<file path="src/rtl/puf_pkg.sv">
// Shared definitions for the PUF response collector slice.
//   - puf_state_e            : collector state (IDLE / COLLECT / DONE)
//   - PUF_RESP_BITS_DEFAULT  : default response width (16)
//   - PUF_SAMPLE_COUNT_DEFAULT: default sample count at which bits are captured (250)
//   - puf_clog2_min1()       : counter width helper that never returns 0
package puf_pkg;

    typedef enum logic [1:0] {
        ST_IDLE    = 2'd0,
        ST_COLLECT = 2'd1,
        ST_DONE    = 2'd2
    } puf_state_e;

    localparam int PUF_RESP_BITS_DEFAULT    = 16;
    localparam int PUF_SAMPLE_COUNT_DEFAULT = 250;

    // Width needed to index 'value' distinct states, at least one bit.
    function automatic int puf_clog2_min1(input int value);
        return (value <= 2) ? 1 : $clog2(value);
    endfunction

endpackage

</file>
<file path="src/rtl/puf_vote_accumulator.sv">
// Per-bit ones-counter bank with majority threshold, used when the collector
// runs several passes and votes on each response bit.
// Ports:
//   clk       in   clock
//   Reset     in   synchronous active-high reset (counters to zero)
//   clear     in   synchronous clear at the start of a new collection
//   inc       in   RESP_BITS  per-bit increment strobes (a captured 1)
//   majority  out  RESP_BITS  1 where the bit was seen as 1 in more than half the passes
module puf_vote_accumulator
    import puf_pkg::*;
#(
    parameter int RESP_BITS = PUF_RESP_BITS_DEFAULT,
    parameter int NUM_VOTES = 3
) (
    input  logic                 clk,
    input  logic                 Reset,
    input  logic                 clear,
    input  logic [RESP_BITS-1:0] inc,
    output logic [RESP_BITS-1:0] majority
);

    localparam int               CNT_W = puf_clog2_min1(NUM_VOTES + 1);
    localparam logic [CNT_W-1:0] HALF  = CNT_W'(NUM_VOTES / 2);

    logic [CNT_W-1:0] ones_r [RESP_BITS];

    // Ones counters; each can reach at most NUM_VOTES so no saturation is needed.
    always_ff @(posedge clk) begin
        if (Reset || clear) begin
            for (int i = 0; i < RESP_BITS; i++) begin
                ones_r[i] <= '0;
            end
        end else begin
            for (int i = 0; i < RESP_BITS; i++) begin
                if (inc[i]) begin
                    ones_r[i] <= ones_r[i] + CNT_W'(1);
                end else begin
                    ones_r[i] <= ones_r[i];
                end
            end
        end
    end

    // Strict majority of an odd vote count.
    always_comb begin
        majority = '0;
        for (int i = 0; i < RESP_BITS; i++) begin
            majority[i] = (ones_r[i] > HALF);
        end
    end

endmodule

</file>
<file path="src/rtl/puf_response_collector.sv">
// PUF response collector: captures LANES RO-comparison bits per round when the
// controller's sample count reaches SAMPLE_COUNT, tracks filled rounds in a mask
// and presents the RESP_BITS word over a valid/ready handshake.
// Optional feature macro: PUF_RESP_MAJORITY_EN -- repeat NUM_VOTES passes and
// output the per-bit majority (uses puf_vote_accumulator).
// Ports:
//   clk, Reset        clock, synchronous active-high reset
//   start             begin a collection (accepted in IDLE only)
//   bit_in[LANES]     comparison bits; lane k -> resp_data[round*LANES+k]
//   round, count      current round / sample count from the round controller
//   busy              high while collecting
//   pass_done         one-cycle pulse when every round of a pass is captured
//   resp_valid/ready  response handshake
//   resp_data         collected response word
module puf_response_collector
    import puf_pkg::*;
#(
    parameter int RESP_BITS    = PUF_RESP_BITS_DEFAULT,
    parameter int LANES        = 1,
    parameter int ROUND_W      = 4,
    parameter int COUNT_W      = 8,
    parameter int SAMPLE_COUNT = PUF_SAMPLE_COUNT_DEFAULT,
    parameter int NUM_VOTES    = 3
) (
    input  logic                 clk,
    input  logic                 Reset,
    input  logic                 start,
    input  logic [LANES-1:0]     bit_in,
    input  logic [ROUND_W-1:0]   round,
    input  logic [COUNT_W-1:0]   count,
    output logic                 busy,
    output logic                 pass_done,
    output logic                 resp_valid,
    input  logic                 resp_ready,
    output logic [RESP_BITS-1:0] resp_data
);

    // NUM_VOTES contributes nothing to the round count; it only matters with voting.
    localparam int                 ROUNDS     = (RESP_BITS / LANES) + (0 * NUM_VOTES);
    localparam int                 RLIM_W     = ROUND_W + 1;
    localparam logic [RLIM_W-1:0]  ROUNDS_LIM = RLIM_W'(ROUNDS);
    localparam logic [COUNT_W-1:0] SAMPLE_AT  = COUNT_W'(SAMPLE_COUNT);

    puf_state_e           state_r;
    puf_state_e           state_nxt_s;
    logic [RESP_BITS-1:0] resp_data_r;
    logic [RESP_BITS-1:0] data_nxt_s;
    logic [ROUNDS-1:0]    mask_r;
    logic [ROUNDS-1:0]    mask_nxt_s;
    logic [ROUNDS-1:0]    hit_s;
    logic [ROUNDS-1:0]    mask_merged_s;
    logic                 busy_r;
    logic                 pass_done_r;
    logic                 resp_valid_r;
    logic                 pass_done_nxt_s;
    logic                 valid_nxt_s;
    logic                 sample_s;
    logic                 cap_en_s;
    logic                 pass_full_s;

`ifdef PUF_RESP_MAJORITY_EN
    localparam int                PASS_W    = puf_clog2_min1(NUM_VOTES);
    localparam logic [PASS_W-1:0] PASS_LAST = PASS_W'(NUM_VOTES - 1);

    logic [PASS_W-1:0]    pass_idx_r;
    logic [PASS_W-1:0]    pass_idx_nxt_s;
    logic                 finalize_r;
    logic                 finalize_nxt_s;
    logic                 vote_clear_s;
    logic [RESP_BITS-1:0] vote_inc_s;
    logic [RESP_BITS-1:0] vote_major_s;
`else
    logic [RESP_BITS-1:0] data_cap_s;
`endif

    // Capture qualifier: exact sample count, round within the response, collecting.
    always_comb begin
        sample_s = (count == SAMPLE_AT) && ({1'b0, round} < ROUNDS_LIM);
`ifdef PUF_RESP_MAJORITY_EN
        // The cycle spent loading the majority word takes no captures.
        cap_en_s = sample_s && (state_r == ST_COLLECT) && !finalize_r;
`else
        cap_en_s = sample_s && (state_r == ST_COLLECT);
`endif
    end

    // One-hot round decode and the mask as it will look after this capture.
    always_comb begin
        hit_s = '0;
        for (int r = 0; r < ROUNDS; r++) begin
            hit_s[r] = cap_en_s && (round == ROUND_W'(r));
        end
        mask_merged_s = mask_r | hit_s;
        pass_full_s   = cap_en_s && (&mask_merged_s);
    end

`ifdef PUF_RESP_MAJORITY_EN
    // Only the first capture of a round in a pass is counted.
    always_comb begin
        vote_inc_s = '0;
        for (int r = 0; r < ROUNDS; r++) begin
            for (int k = 0; k < LANES; k++) begin
                vote_inc_s[r*LANES + k] = hit_s[r] && !mask_r[r] && bit_in[k];
            end
        end
    end

    puf_vote_accumulator #(
        .RESP_BITS (RESP_BITS),
        .NUM_VOTES (NUM_VOTES)
    ) u_vote (
        .clk      (clk),
        .Reset    (Reset),
        .clear    (vote_clear_s),
        .inc      (vote_inc_s),
        .majority (vote_major_s)
    );
`else
    // Slice overwrite: a re-captured round simply replaces its bits.
    always_comb begin
        data_cap_s = resp_data_r;
        for (int r = 0; r < ROUNDS; r++) begin
            data_cap_s[r*LANES +: LANES] = hit_s[r] ? bit_in : resp_data_r[r*LANES +: LANES];
        end
    end
`endif

    // Next-state and next-output logic of the collector FSM.
    always_comb begin
        state_nxt_s     = state_r;
        data_nxt_s      = resp_data_r;
        mask_nxt_s      = mask_r;
        pass_done_nxt_s = 1'b0;
        valid_nxt_s     = resp_valid_r;
`ifdef PUF_RESP_MAJORITY_EN
        pass_idx_nxt_s  = pass_idx_r;
        finalize_nxt_s  = finalize_r;
        vote_clear_s    = 1'b0;
`endif
        case (state_r)
            ST_IDLE: begin
                if (start) begin
                    state_nxt_s    = ST_COLLECT;
                    data_nxt_s     = '0;
                    mask_nxt_s     = '0;
`ifdef PUF_RESP_MAJORITY_EN
                    pass_idx_nxt_s = '0;
                    finalize_nxt_s = 1'b0;
                    vote_clear_s   = 1'b1;
`endif
                end else begin
                    state_nxt_s = ST_IDLE;
                end
            end
            ST_COLLECT: begin
`ifdef PUF_RESP_MAJORITY_EN
                if (finalize_r) begin
                    state_nxt_s    = ST_DONE;
                    valid_nxt_s    = 1'b1;
                    data_nxt_s     = vote_major_s;
                    finalize_nxt_s = 1'b0;
                end else if (pass_full_s) begin
                    pass_done_nxt_s = 1'b1;
                    mask_nxt_s      = '0;
                    if (pass_idx_r == PASS_LAST) begin
                        finalize_nxt_s = 1'b1;
                    end else begin
                        pass_idx_nxt_s = pass_idx_r + PASS_W'(1);
                    end
                end else if (cap_en_s) begin
                    mask_nxt_s = mask_merged_s;
                end else begin
                    mask_nxt_s = mask_r;
                end
`else
                if (cap_en_s) begin
                    data_nxt_s = data_cap_s;
                    mask_nxt_s = mask_merged_s;
                    if (pass_full_s) begin
                        pass_done_nxt_s = 1'b1;
                        state_nxt_s     = ST_DONE;
                        valid_nxt_s     = 1'b1;
                    end else begin
                        state_nxt_s = ST_COLLECT;
                    end
                end else begin
                    data_nxt_s = resp_data_r;
                end
`endif
            end
            ST_DONE: begin
                // Word and valid are frozen until accepted; start here is dropped.
                if (resp_ready) begin
                    state_nxt_s = ST_IDLE;
                    valid_nxt_s = 1'b0;
                end else begin
                    valid_nxt_s = 1'b1;
                end
            end
            default: begin
                state_nxt_s = ST_IDLE;
                valid_nxt_s = 1'b0;
            end
        endcase
    end

    // Collector state and registered outputs; Reset overrides everything.
    always_ff @(posedge clk) begin
        if (Reset) begin
            state_r      <= ST_IDLE;
            resp_data_r  <= '0;
            mask_r       <= '0;
            busy_r       <= 1'b0;
            pass_done_r  <= 1'b0;
            resp_valid_r <= 1'b0;
        end else begin
            state_r      <= state_nxt_s;
            resp_data_r  <= data_nxt_s;
            mask_r       <= mask_nxt_s;
            busy_r       <= (state_nxt_s == ST_COLLECT);
            pass_done_r  <= pass_done_nxt_s;
            resp_valid_r <= valid_nxt_s;
        end
    end

`ifdef PUF_RESP_MAJORITY_EN
    // Pass index and the one-cycle majority load flag.
    always_ff @(posedge clk) begin
        if (Reset) begin
            pass_idx_r <= '0;
            finalize_r <= 1'b0;
        end else begin
            pass_idx_r <= pass_idx_nxt_s;
            finalize_r <= finalize_nxt_s;
        end
    end
`endif

    assign busy       = busy_r;
    assign pass_done  = pass_done_r;
    assign resp_valid = resp_valid_r;
    assign resp_data  = resp_data_r;

endmodule

</file>
<file path="config.mk">
export PLATFORM = sky130hd
export DESIGN_NAME = puf_response_collector
export DESIGN_NICKNAME = d
export VERILOG_FILES = /design/src/rtl/puf_pkg.sv /design/src/rtl/puf_vote_accumulator.sv /design/src/rtl/puf_response_collector.sv
export SDC_FILE = /design/constraint.sdc
export NUM_CORES = 1
export LEC_CHECK = 0
export ABC_AREA = 1
export ABC_CLOCK_PERIOD_IN_PS = 1900
export CAP_MARGIN = 20
export CORE_AREA = 2 2 73 68
export DETAILED_ROUTE_END_ITERATION = 7
export DIE_AREA = 0 0 75 70
export GPL_ROUTABILITY_DRIVEN = 0
export PLACE_DENSITY = 0.73
export SYNTH_ARGS = -nofsm -noshare
export SYNTH_HDL_FRONTEND = slang
export SYNTH_HIERARCHICAL = 1
export SYNTH_SLANG_ARGS = --single-unit
</file>
<file path="constraint.sdc">
create_clock -name clk -period 1.9 [get_ports clk]
set_clock_uncertainty 0.2 [all_clocks]
set_input_delay 0.19 -clock clk [delete_from_list [all_inputs] [get_ports clk]]
set_output_delay 0.19 -clock clk [all_outputs]
set_load 0.03 [all_outputs]
</file>
* Yosys cells after proc, flatten, opt, wreduce, memory -nomap -nowiden
Cells that the tools add are included.
Word-level totals: bits in registers 37, input port bits 17
Operators by class: equality and inequality tests 38, multiplexer cells 31, bitwise operators 4, reductions and logical operators 41
Operators by type and width (number):
- $pmux W16 S2 | 2
- $reduce_and A4 Y1 | 16
- $mux W16 | 3
- $ne A2 B2 Y1 const B | 19
- $eq A4 B4 Y1 const B | 8
- $mux W1 | 21
- $logic_and A1 B1 Y1 | 18
- $eq A4 B3 Y1 const B | 4
- $or A16 B16 Y16 | 1
- $reduce_and A16 Y1 | 1
- $eq A4 B2 Y1 const B | 2
- $eq A8 B8 Y1 const B | 1
- $mux W2 | 3
- $pmux W2 S3 | 1
- $reduce_and A3 Y1 | 2
- $eq A2 B1 Y1 const B | 2
- $eq A4 B1 Y1 const B | 1
- $logic_not A4 Y1 | 1
- $not A1 Y1 | 3
- $pmux W1 S3 | 1
- $reduce_or A3 Y1 | 1
- $eq A2 B2 Y1 const B | 1
- $logic_not A2 Y1 | 1
- $reduce_bool A2 Y1 | 1

* Longest topological paths before layout
Gate-level depths: netlist of the first run.
depth in word-level cells 10, depth in mapped cells 14, depth with buffers taken out 14

* Worst setup path after synthesis of the first run
OpenSTA, ideal clock, no wires.
path kind reg2reg, start reg state_r[1], end reg mask_r[7], library setup time 0.128 ns, arrival 1.612 ns, data required time 1.572 ns, setup slack -0.039 ns, stages on the path, launching flop included 10, path buffers 3, path through dfxtp_1 -> inv_1 -> ha_1 -> buf_2 -> buf_4 -> nor2_1 -> nand2_1 -> buf_2 -> a22oi_1 -> nor2_1
On the way: word-level cells in the longest chain between the ends 6
Ends and longest elaborated chain:
- start, declared | RTL line puf_response_collector.sv:44 | puf_state_e state_r;
- start signal, assigned | RTL line puf_response_collector.sv:217 | state_r <= state_nxt_s;
- $eq A2 B1 Y1 | RTL line puf_response_collector.sv:83, puf_response_collector.sv:140
- $logic_and A1 B1 Y1 | RTL line puf_response_collector.sv:83 | cap_en_s = sample_s && (state_r == ST_COLLECT);
- $logic_and A1 B1 Y1 | RTL line puf_response_collector.sv:91 | hit_s[r] = cap_en_s && (round == ROUND_W'(r));
- $or A16 B16 Y16 | RTL line puf_response_collector.sv:93 | mask_merged_s = mask_r | hit_s;
- $mux W16 | RTL line puf_response_collector.sv:176 | if (cap_en_s) begin
- $pmux W16 S2 | RTL line puf_response_collector.sv:140 | case (state_r)
- end signal, assigned | RTL line puf_response_collector.sv:219 | mask_r <= mask_nxt_s;
- end, declared | RTL line puf_response_collector.sv:48 | logic [ROUNDS-1:0] mask_r;
Several ways; a longest one is shown, not always the timed one. The select of a mux whose other input is x is not followed. A chain may end at the register's enable or synchronous reset.

* Worst setup path after layout of the first run
start in round[2], end reg resp_valid_r (netlist: resp_valid)
On the way: word-level cells in the longest chain between the ends 7
Ends and longest elaborated chain:
- start, declared | RTL line puf_response_collector.sv:29 | input logic [ROUND_W-1:0] round,
- $eq A4 B1 Y1, or another cell as far along | RTL line puf_response_collector.sv:91
- $logic_and A1 B1 Y1 | RTL line puf_response_collector.sv:91
- $or A16 B16 Y16 (*) | RTL line puf_response_collector.sv:93
- $reduce_and A16 Y1 (*) | RTL line puf_response_collector.sv:94 | pass_full_s = cap_en_s && (&mask_merged_s);
- $logic_and A1 B1 Y1 (*) | RTL line puf_response_collector.sv:94
- $ne A2 B2 Y1 (no line) (*)
- $reduce_and A3 Y1 (no line) (*)
- end signal, assigned | RTL line puf_response_collector.sv:222 | resp_valid_r <= valid_nxt_s;
- end, declared | RTL line puf_response_collector.sv:54 | logic resp_valid_r;
Mark *: on every way between the ends. The rest lies on a longest branch, timed or not.

==> results of run 1 <==
critical path, cell delays in order:
cell and delay [ns]:
clkdlybuf4s50_1 0.48, nor2_1 0.19, buf_4 0.15, nand2_1 0.11
o21bai_4 0.17, nand2_1 0.07, nor2_2 0.16, nand4_4 0.16
nand2_2 0.10, nand3_1 0.06, nand2_1 0.06, nor2_1 0.04
cells in the mapped netlist (5+ instances only):
master / number / share of area
a21oi_1: 40 / 0.099
a22oi_1: 5 / 0.019
dfxtp_1: 37 / 0.37
inv_1: 30 / 0.056
inv_2: 8 / 0.015
nand2_1: 53 / 0.099
nand2_2: 14 / 0.043
nand3_1: 5 / 0.012
nand4_1: 6 / 0.019
nor2_1: 25 / 0.046
nor2_4: 6 / 0.033
o21ai_0: 18 / 0.045
path summary, 6_finish.rpt:
| path | endpoint | depth (start not counted) | slack (ns) | startpoint |
|---|---|---|---|---|
| hold reg to reg | resp_data[9] | 2 | 0.25 | resp_data[9] |
| hold / removal | resp_data[9] | 2 | 0.25 | resp_data[9] |
| setup reg to reg | resp_valid | 14 | -0.04 | state_r[1] |
| setup / recovery | resp_valid | 12 | -0.06 | round[2] |
report_power, final:
part           switching (uW)  internal [uW]
clock network             275            288
logic                     263            194
registers                19.9            814
total                     558           1300
sequential cells by signal (all words and copies together), names as in the netlist:
signal,flops
resp_data,16
resp_valid,1
busy,1
pass_done,1
state_r,2
mask_r,16
cell families after synthesis:
logic type	after synthesis	share of synthesized area
simple gates	117	0.300
buf+inv	48	0.0936
flops	37	0.367
compound gates	74	0.215
fa+ha+maj	4	0.0248
timing repair:
item                                    CTS  global route
pin swaps                                 9             8
endpoints found under the setup margin   16            34
resized for setup                        16            25
buffers inserted                          6             3
endpoints found under the hold margin     0             0
metal layers:
layer  global-route usage  wire [um]
met1                0.288       2510
met2                0.343       2700
met3               0.0418        332
met4               0.0893         63
met5                    0          0
area by class of cell:
type,count,area (sq um),share of cell area
Sequential cell,37,743,0.243
Inverter,38,145,0.0475
Timing Repair Buffer,91,795,0.260
Multi-Input combinational cell,195,1200,0.394
Clock buffer,7,86.3,0.0283
Tap cell,65,81.3,0.0266
through the flow:
step	cell area [sq um]	std cells	utilization	setup WS (ns)	hold slack, ns
floorplan	2020	280	-	0.0127	0.163
global placement	2780	417	0.606	-0.330	0.231
detailed placement	2780	417	0.606	-0.352	0.246
CTS	2950	430	0.643	-0.0136	0.255
global route	3050	433	0.664	-0.202	0.282
finish	3050	433	0.664	-0.0569	0.251
==> flow_metrics.tcl, run 1 <==
set metrics [dict create \
    nFillCells 370 \
    power_uw 1850 \
    leakage_uw 0.00131 \
    layout_min_cycle_time_ns 1.96 \
    wirelength_um 5610 \
    violations "setup timing" \
    setup_ws_ns -0.0569 \
    setup_viol 6 \
    final_nets 389 \
    vias_per_cell 4.97 \
    die_area_sq_um 5250 \
    finalSetupTns_ns -0.241 \
    postSynthAreaPerCell_sq_um 7.21 \
    io_pins 36 \
    dp_hpwl_um 3890 \
    syn_nets 301 \
    clkSinkCount 37 \
    start_util 0.439 \
    cts_hold_buf 0 \
    yosys_warnings 6 \
    rows 24 \
    hold_viol 0 \
    ir_worst_vdd_mv 0.359 \
    slew_headroom 0.744 \
    wl_per_cell_um 12.9 \
    crit_required_ns 1.89 \
    synth_seq_area_share 0.367 \
    start_kind "input port" \
    dr.pass1.iters 5 \
    status "finished, violations left" \
    synth_cell_types 29 \
    root_buffer "clkbuf_8" \
    diodes 0 \
    gr-total-overflow 0 \
    clk_latency_ns 0.30 \
    path_max_fanout 4 \
    cts_tree "built" \
    synth_edf_count 0 \
    core-area_sq_um 4590 \
    arrival_ns 1.95 \
    ys_seq_elements 37 \
    final_cell_mix "53 x buf_4, 47 x nand2_1, 35 x dfxtp_1, 31 x a21oi_1, 31 x clkdlybuf4s50_1" \
    cts_max_level 2 \
    min_period_over_period 1.03 \
    ant_nets 0 \
    vias 2150 \
    slew_violations 0 \
    grt_antenna_before_repair 0 \
    rsz0062_at_grt "true" \
    io_buffers 35 \
    syn_area_sq_um 2020 \
    numCtsBuffers 5 \
    tightest_slew_ns 0.384 \
    crit_type "in2reg" \
    drv_cap 0 \
    cp-end-kind "flop" \
    areaGrowthSynthToFinish_pct 51.3 \
    synth_top_flop_cell "dfxtp_1" \
    post-route-drc-count 0 \
    syn_inst 280 \
    clock.fmax_ghz 0.511 \
    grt_pass1_vias 1995 \
    drive_above_1_share 0.359 \
    async_flop_share 0 \
    clockBufferDepth 2 \
    die_h_um 70 \
    grt_first_pass_wirelength_um 8810 \
    die_w_um 75 \
    hold_class "reg2reg" \
    grt_usage 0.218 \
    layout_commonest_cell "buf_4" \
    power.density_nw_per_um2 607 \
    grt_max_degree 15 \
    drt_iter0_drc 173 \
    cts.clk_slew.worst_paths_ns 0.07 \
]
No activity file was read; power rests on OpenSTA's default activity.
==> inputs of run 2 (changes only) <==
Settings changed: GPL_TIMING_DRIVEN set to 0.
==> run 2 against run 1 <==
Compared with the run above: the run still ends with setup timing left; critical path depth did not move; hold slack worse by 0.0047 ns; total power decreased by 0.88%; combinational power is 5.7% lower; global-route usage down 1.3 points; sequential share of layout area is 1.3 points higher; clock power up 2%; wire length shrank 5.9%; die area unchanged; cell area decreased by 4.7%; largest power group unchanged.
==> flow_metrics.tcl, run 2 (synthesis results as in run 1) <==
set metrics [dict create \
    cts_hold_buf 0 \
    setup_viol 4 \
    layout_commonest_cell "nand2_1" \
    arrival_ns 1.99 \
    areaGrowthSynthToFinish_pct 44.1 \
    grt_pass1_vias 1826 \
    tightest_slew_ns 0.486 \
    rows 24 \
    core-area_sq_um 4590 \
    path_max_fanout 4 \
    ant_nets 0 \
    power.density_nw_per_um2 631 \
    root_buffer "clkbuf_8" \
    violations "setup timing" \
    layout_min_cycle_time_ns 1.99 \
    crit_required_ns 1.89 \
    final_nets 366 \
    grt_usage 0.205 \
    start_kind "input port" \
    dp_hpwl_um 3690 \
    cp-end-kind "flop" \
    grt_antenna_before_repair 0 \
    setup_ws_ns -0.0927 \
    finalSetupTns_ns -0.263 \
    cts_tree "built" \
    switchingPower_uw 563 \
    dr.pass1.iters 4 \
    clk_latency_ns 0.29 \
    pwr-share-clk 0.311 \
    clock.fmax_ghz 0.502 \
    die_h_um 70 \
    gr-total-overflow 0 \
    clkSinkCount 37 \
    crit_type "in2reg" \
    grt_first_pass_wirelength_um 8200 \
    diodes 0 \
    p_int_uw 1270 \
    min_period_over_period 1.05 \
    status "finished, violations left" \
    vias 2060 \
    crit_chain "clkdlybuf4s50_1 > nand2_1 > nor2_1 > nand4_1 > nand2_1 > nand2_1 > nor2_2 > nand4_4 > nand2_2 > nand3_2 > nand2_1 > nor2_1" \
    leakage_uw 0.00129 \
    drv_cap 0 \
    die_w_um 75 \
    grt_max_degree 12 \
    ir_worst_vdd_mv 0.332 \
    cts_max_level 2 \
    hold_viol 0 \
    start_util 0.439 \
    rsz0062_at_grt "true" \
    power_uw 1840 \
    wl_per_cell_um 12.9 \
    hold_class "reg2reg" \
    vias_per_cell 5.02 \
    combPwrFrac 0.234 \
    clockBufferDepth 2 \
    nFillCells 387 \
    slew_violations 0 \
    numCtsBuffers 5 \
    seqPwrFrac 0.454 \
    slew_headroom 0.676 \
    drt_iter0_drc 153 \
    die_area_sq_um 5250 \
    drive_above_1_share 0.307 \
    slowest_stage "clkdlybuf4s50_1" \
    io_pins 36 \
    worst_path_dominant_cell_family "simple AND/OR/NAND/NOR gates" \
    crit_buf_inv 1 \
    post-route-drc-count 0 \
    wirelength_um 5280 \
    critPathMostFrequentCell "nand2_1" \
    final_cell_mix "48 x nand2_1, 35 x dfxtp_1, 30 x a21oi_1, 27 x inv_1, 27 x clkdlybuf4s50_1" \
    io_buffers 35 \
    cpPeakStageDelay_ns 0.54 \
    cts.clk_slew.worst_paths_ns 0.07 \
    switching_share 0.307 \
]
[run 2: path summary, 6_finish.rpt]
check,end,from,cells after the start,slack (ns)
worst max-delay path,resp_valid,round[2],12,-0.09
worst min-delay path,resp_data[9],resp_data[9],2,0.25
worst max register to register,resp_valid,state_r[1],12,-0.05
worst min register to register,resp_data[9],resp_data[9],2,0.25
[run 2: cell type report]
type | instances | area, sq um | share of cell area
Multi-Input combinational cell | 195 | 1230 | 0.422
Clock inverter | 1 | 7.51 | 0.00258
Buffer | 9 | 67.6 | 0.0232
Sequential cell | 37 | 746 | 0.256
Inverter | 38 | 143 | 0.0490
Timing Repair Buffer | 59 | 554 | 0.191
Tap cell | 65 | 81.3 | 0.0280
Clock buffer | 6 | 82.6 | 0.0284
[run 2: worst min-delay path, cell delays in order, from the launching register on]
cell and delay [ns]:
dfxtp_1 0.31, inv_1 0.05, a21oi_1 0.05
[run 2: timing repair]
item	CTS	global route
buffers inserted	9	15
pin swaps	8	15
resized for setup	27	33
setup endpoints to repair	36	31
endpoints found under the hold margin	0	0
[run 2: stage by stage]
stage                util  area (sq um)  hold WS, ns  setup WS, ns  std cells
floorplan               -          2020        0.163        0.0127        280
global placement    0.534          2450        0.236        -0.383        380
detailed placement  0.534          2450        0.238        -0.402        380
CTS                 0.588          2700        0.249       -0.0846        396
global route        0.633          2910        0.278        -0.196        410
finish              0.633          2910        0.246       -0.0927        410
[run 2: layer usage]
| layer | part of all wire | wire length [um] | GRT usage | vias up |
|---|---|---|---|---|
| li1 | - | - | - | 1042 |
| met4 | 0.019 | 102 | 0.0734 | 0 |
| met3 | 0.057 | 302 | 0.0606 | 9 |
| met1 | 0.46 | 2430 | 0.270 | 950 |
| met2 | 0.46 | 2440 | 0.315 | 59 |
| met5 | 0 | 0 | 0 | - |
[run 2: power by group through the flow]
stage / combinational, uW / sequential [uW] / clock (uW)
2_1_floorplan: 159 / 920 / 0
3_3_place_gp: 372 / 850 / 0
3_5_place_dp: 377 / 850 / 0
4_1_cts: 408 / 834 / 579
5_1_grt: 467 / 837 / 606
6_report: 431 / 834 / 572
==> inputs of run 3 (changes only) <==
Settings changed: CORE_AREA 2 2 73 68 to 2 2 90 83, DIE_AREA 0 0 75 70 to 0 0 92 85, GPL_TIMING_DRIVEN 0 to not set, PLACE_DENSITY 0.73 to not set.
==> run 3 against run 2 <==
Compared with the run above: die area increased by 49%; combinational power increased by 4%; critical path type is now reg2reg; global-route usage decreased by 6.4 points; first-iteration DRC count decreased by 41%; clock power decreased by 3.7%; largest power group unchanged; highest routed layer unchanged; the flow now finishes without violations; via count decreased by 0.39%; cell area increased by 7.7%; sequential share of layout area decreased by 1.9 points; critical path depth unchanged; final cell count increased by 11%; fmax increased by 4.9%; sequential cell count unchanged.
==> flow_metrics.tcl, run 3 (synthesis results as in run 1) <==
set metrics [dict create \
    post-route-drc-count 0 \
    dp_slack_ns -0.372 \
    wl_met2_um 2560 \
    diodes 0 \
    start_util 0.293 \
    clk_latency_ns 0.29 \
    areaGrowthSynthToFinish_pct 55.3 \
    io_pins 36 \
    whs_ns 0.248 \
    final_cell_mix "47 x buf_4, 45 x nand2_1, 35 x dfxtp_1, 31 x a21oi_1, 29 x inv_1" \
    cts_tree "built" \
    tightest_slew_ns 0.375 \
    wl_met3_um 255 \
    min_period_over_period 1.00 \
    crit_required_ns 1.88 \
    path_max_fanout 5 \
    cts_max_level 2 \
    grt_max_degree 17 \
    clockBufferDepth 2 \
    vias_per_cell 4.49 \
    slew_violations 0 \
    cts.clk_slew.worst_paths_ns 0.07 \
    root_buffer "clkbuf_8" \
    ir_worst_vdd_mv 0.293 \
    clock.fmax_ghz 0.526 \
    critPathMostFrequentCell "nand2_1" \
    dp_hpwl_um 4000 \
    grt_first_pass_wirelength_um 8870 \
    cpPeakStageDelay_ns 0.32 \
    numCtsBuffers 5 \
    die_w_um 92 \
    worst_path_dominant_cell_family "simple AND/OR/NAND/NOR gates" \
    ant_nets 0 \
    final_cells 457 \
    dr.pass1.iters 4 \
    cp-end-kind "flop" \
    grt_usage 0.141 \
    grt_pass1_vias 1905 \
    drt_iter0_drc 91 \
    final_nets 385 \
    vias 2052 \
    layout_min_cycle_time_ns 1.90 \
    wl_met1_um 2450 \
    crit_type "reg2reg" \
    drive_above_1_share 0.363 \
    slew_headroom 0.750 \
    routed.top_layer "met4" \
    hold_class "reg2reg" \
    slowest_stage "dfxtp_2" \
    power.density_nw_per_um2 585 \
    crit_buf_inv 2 \
    setup_ws_ns 0.000597 \
    clkSinkCount 37 \
    io_buffers 35 \
    gr-total-overflow 0 \
    leakage_uw 0.00133 \
    die_h_um 85 \
    layout_commonest_cell "buf_4" \
    start_kind "flop" \
    grt_antenna_before_repair 0 \
    crit_chain "inv_2 > ha_4 > buf_12 > nand4_1 > nand2_1 > nand2_1 > nor2_2 > nand4_4 > nand3_2 > nand2_1 > nand2_1 > nor2_1" \
    wl_per_cell_um 11.7 \
    drv_cap 0 \
    rows 29 \
    status "finished, final reports clean" \
    wirelength_um 5350 \
    finalSetupTns_ns 0 \
    arrival_ns 1.88 \
    die_area_sq_um 7820 \
    rsz0062_at_grt "true" \
    core-area_sq_um 6890 \
    place_inst 442 \
    hold_viol 0 \
    setup_viol 0 \
]
[run 3: cell count changes in the layout (fill, tap and decap cells not counted), sizes merged]
cell and change:
buf +24, clkbuf -4, clkdlybuf4s50 -2, clkinvlp -1
dlygate4sd2 +8, dlymetal6s2s -6
[run 3: per-layer routing]
| layer | up-vias | global-route usage |
|---|---|---|
| met5 | - | 0 |
| met3 | 7 | 0.0373 |
| met2 | 46 | 0.231 |
| met4 | 0 | 0.0556 |
| li1 | 1079 | - |
| met1 | 920 | 0.178 |
[run 3: timing repair]
action | CTS | global route
hold buffers | 0 | 0
buffers inserted | 4 | 5
setup endpoints to repair | 15 | 34
resized for setup | 27 | 34
pin swaps | 15 | 19
[run 3: worst reg2reg max path, stage by stage, from the launching register on]
cell and delay (ns):
dfxtp_2 0.32, inv_2 0.06, ha_4 0.19, buf_12 0.12, nand4_1 0.15, nand2_1 0.13, nand2_1 0.07, nor2_2 0.14
nand4_4 0.16, nand3_2 0.09, nand2_1 0.05, nand2_1 0.07, nor2_1 0.04
[run 3: final timing paths]
path / cells after the start / from / endpoint / slack (ns)
setup / recovery: 12 / state_r[1] / busy / 0.0006
hold / removal: 2 / resp_data[9] / resp_data[9] / 0.25
setup reg to reg: 12 / state_r[1] / busy / 0.0006
hold reg to reg: 2 / resp_data[9] / resp_data[9] / 0.25
[run 3: stage by stage]
| step | util | area [sq um] | total power (uW) |
|---|---|---|---|
| final | 0.455 | 3130 | 1830 |
| after global placement | 0.407 | 2810 | 1270 |
| after global routing | 0.455 | 3130 | 1940 |
| after floorplan | - | 2020 | 1080 |
| after CTS | 0.430 | 2960 | 1830 |
| after detailed placement | 0.407 | 2810 | 1270 |
[run 3: power breakdown]
| group | switching, uW | internal (uW) | total [uW] |
|---|---|---|---|
| Sequential | 19.2 | 814 | 833 |
| Clock | 263 | 288 | 551 |
| Combinational | 258 | 192 | 449 |
| Total | 540 | 1290 | 1830 |
[run 3: area by class of cell]
type	count	area (sq um)
Clock buffer	7	86.3
Fill cell	692	3760
Inverter	38	145
Multi-Input combinational cell	195	1260
Sequential cell	37	743
Tap cell	93	116
Timing Repair Buffer	87	781
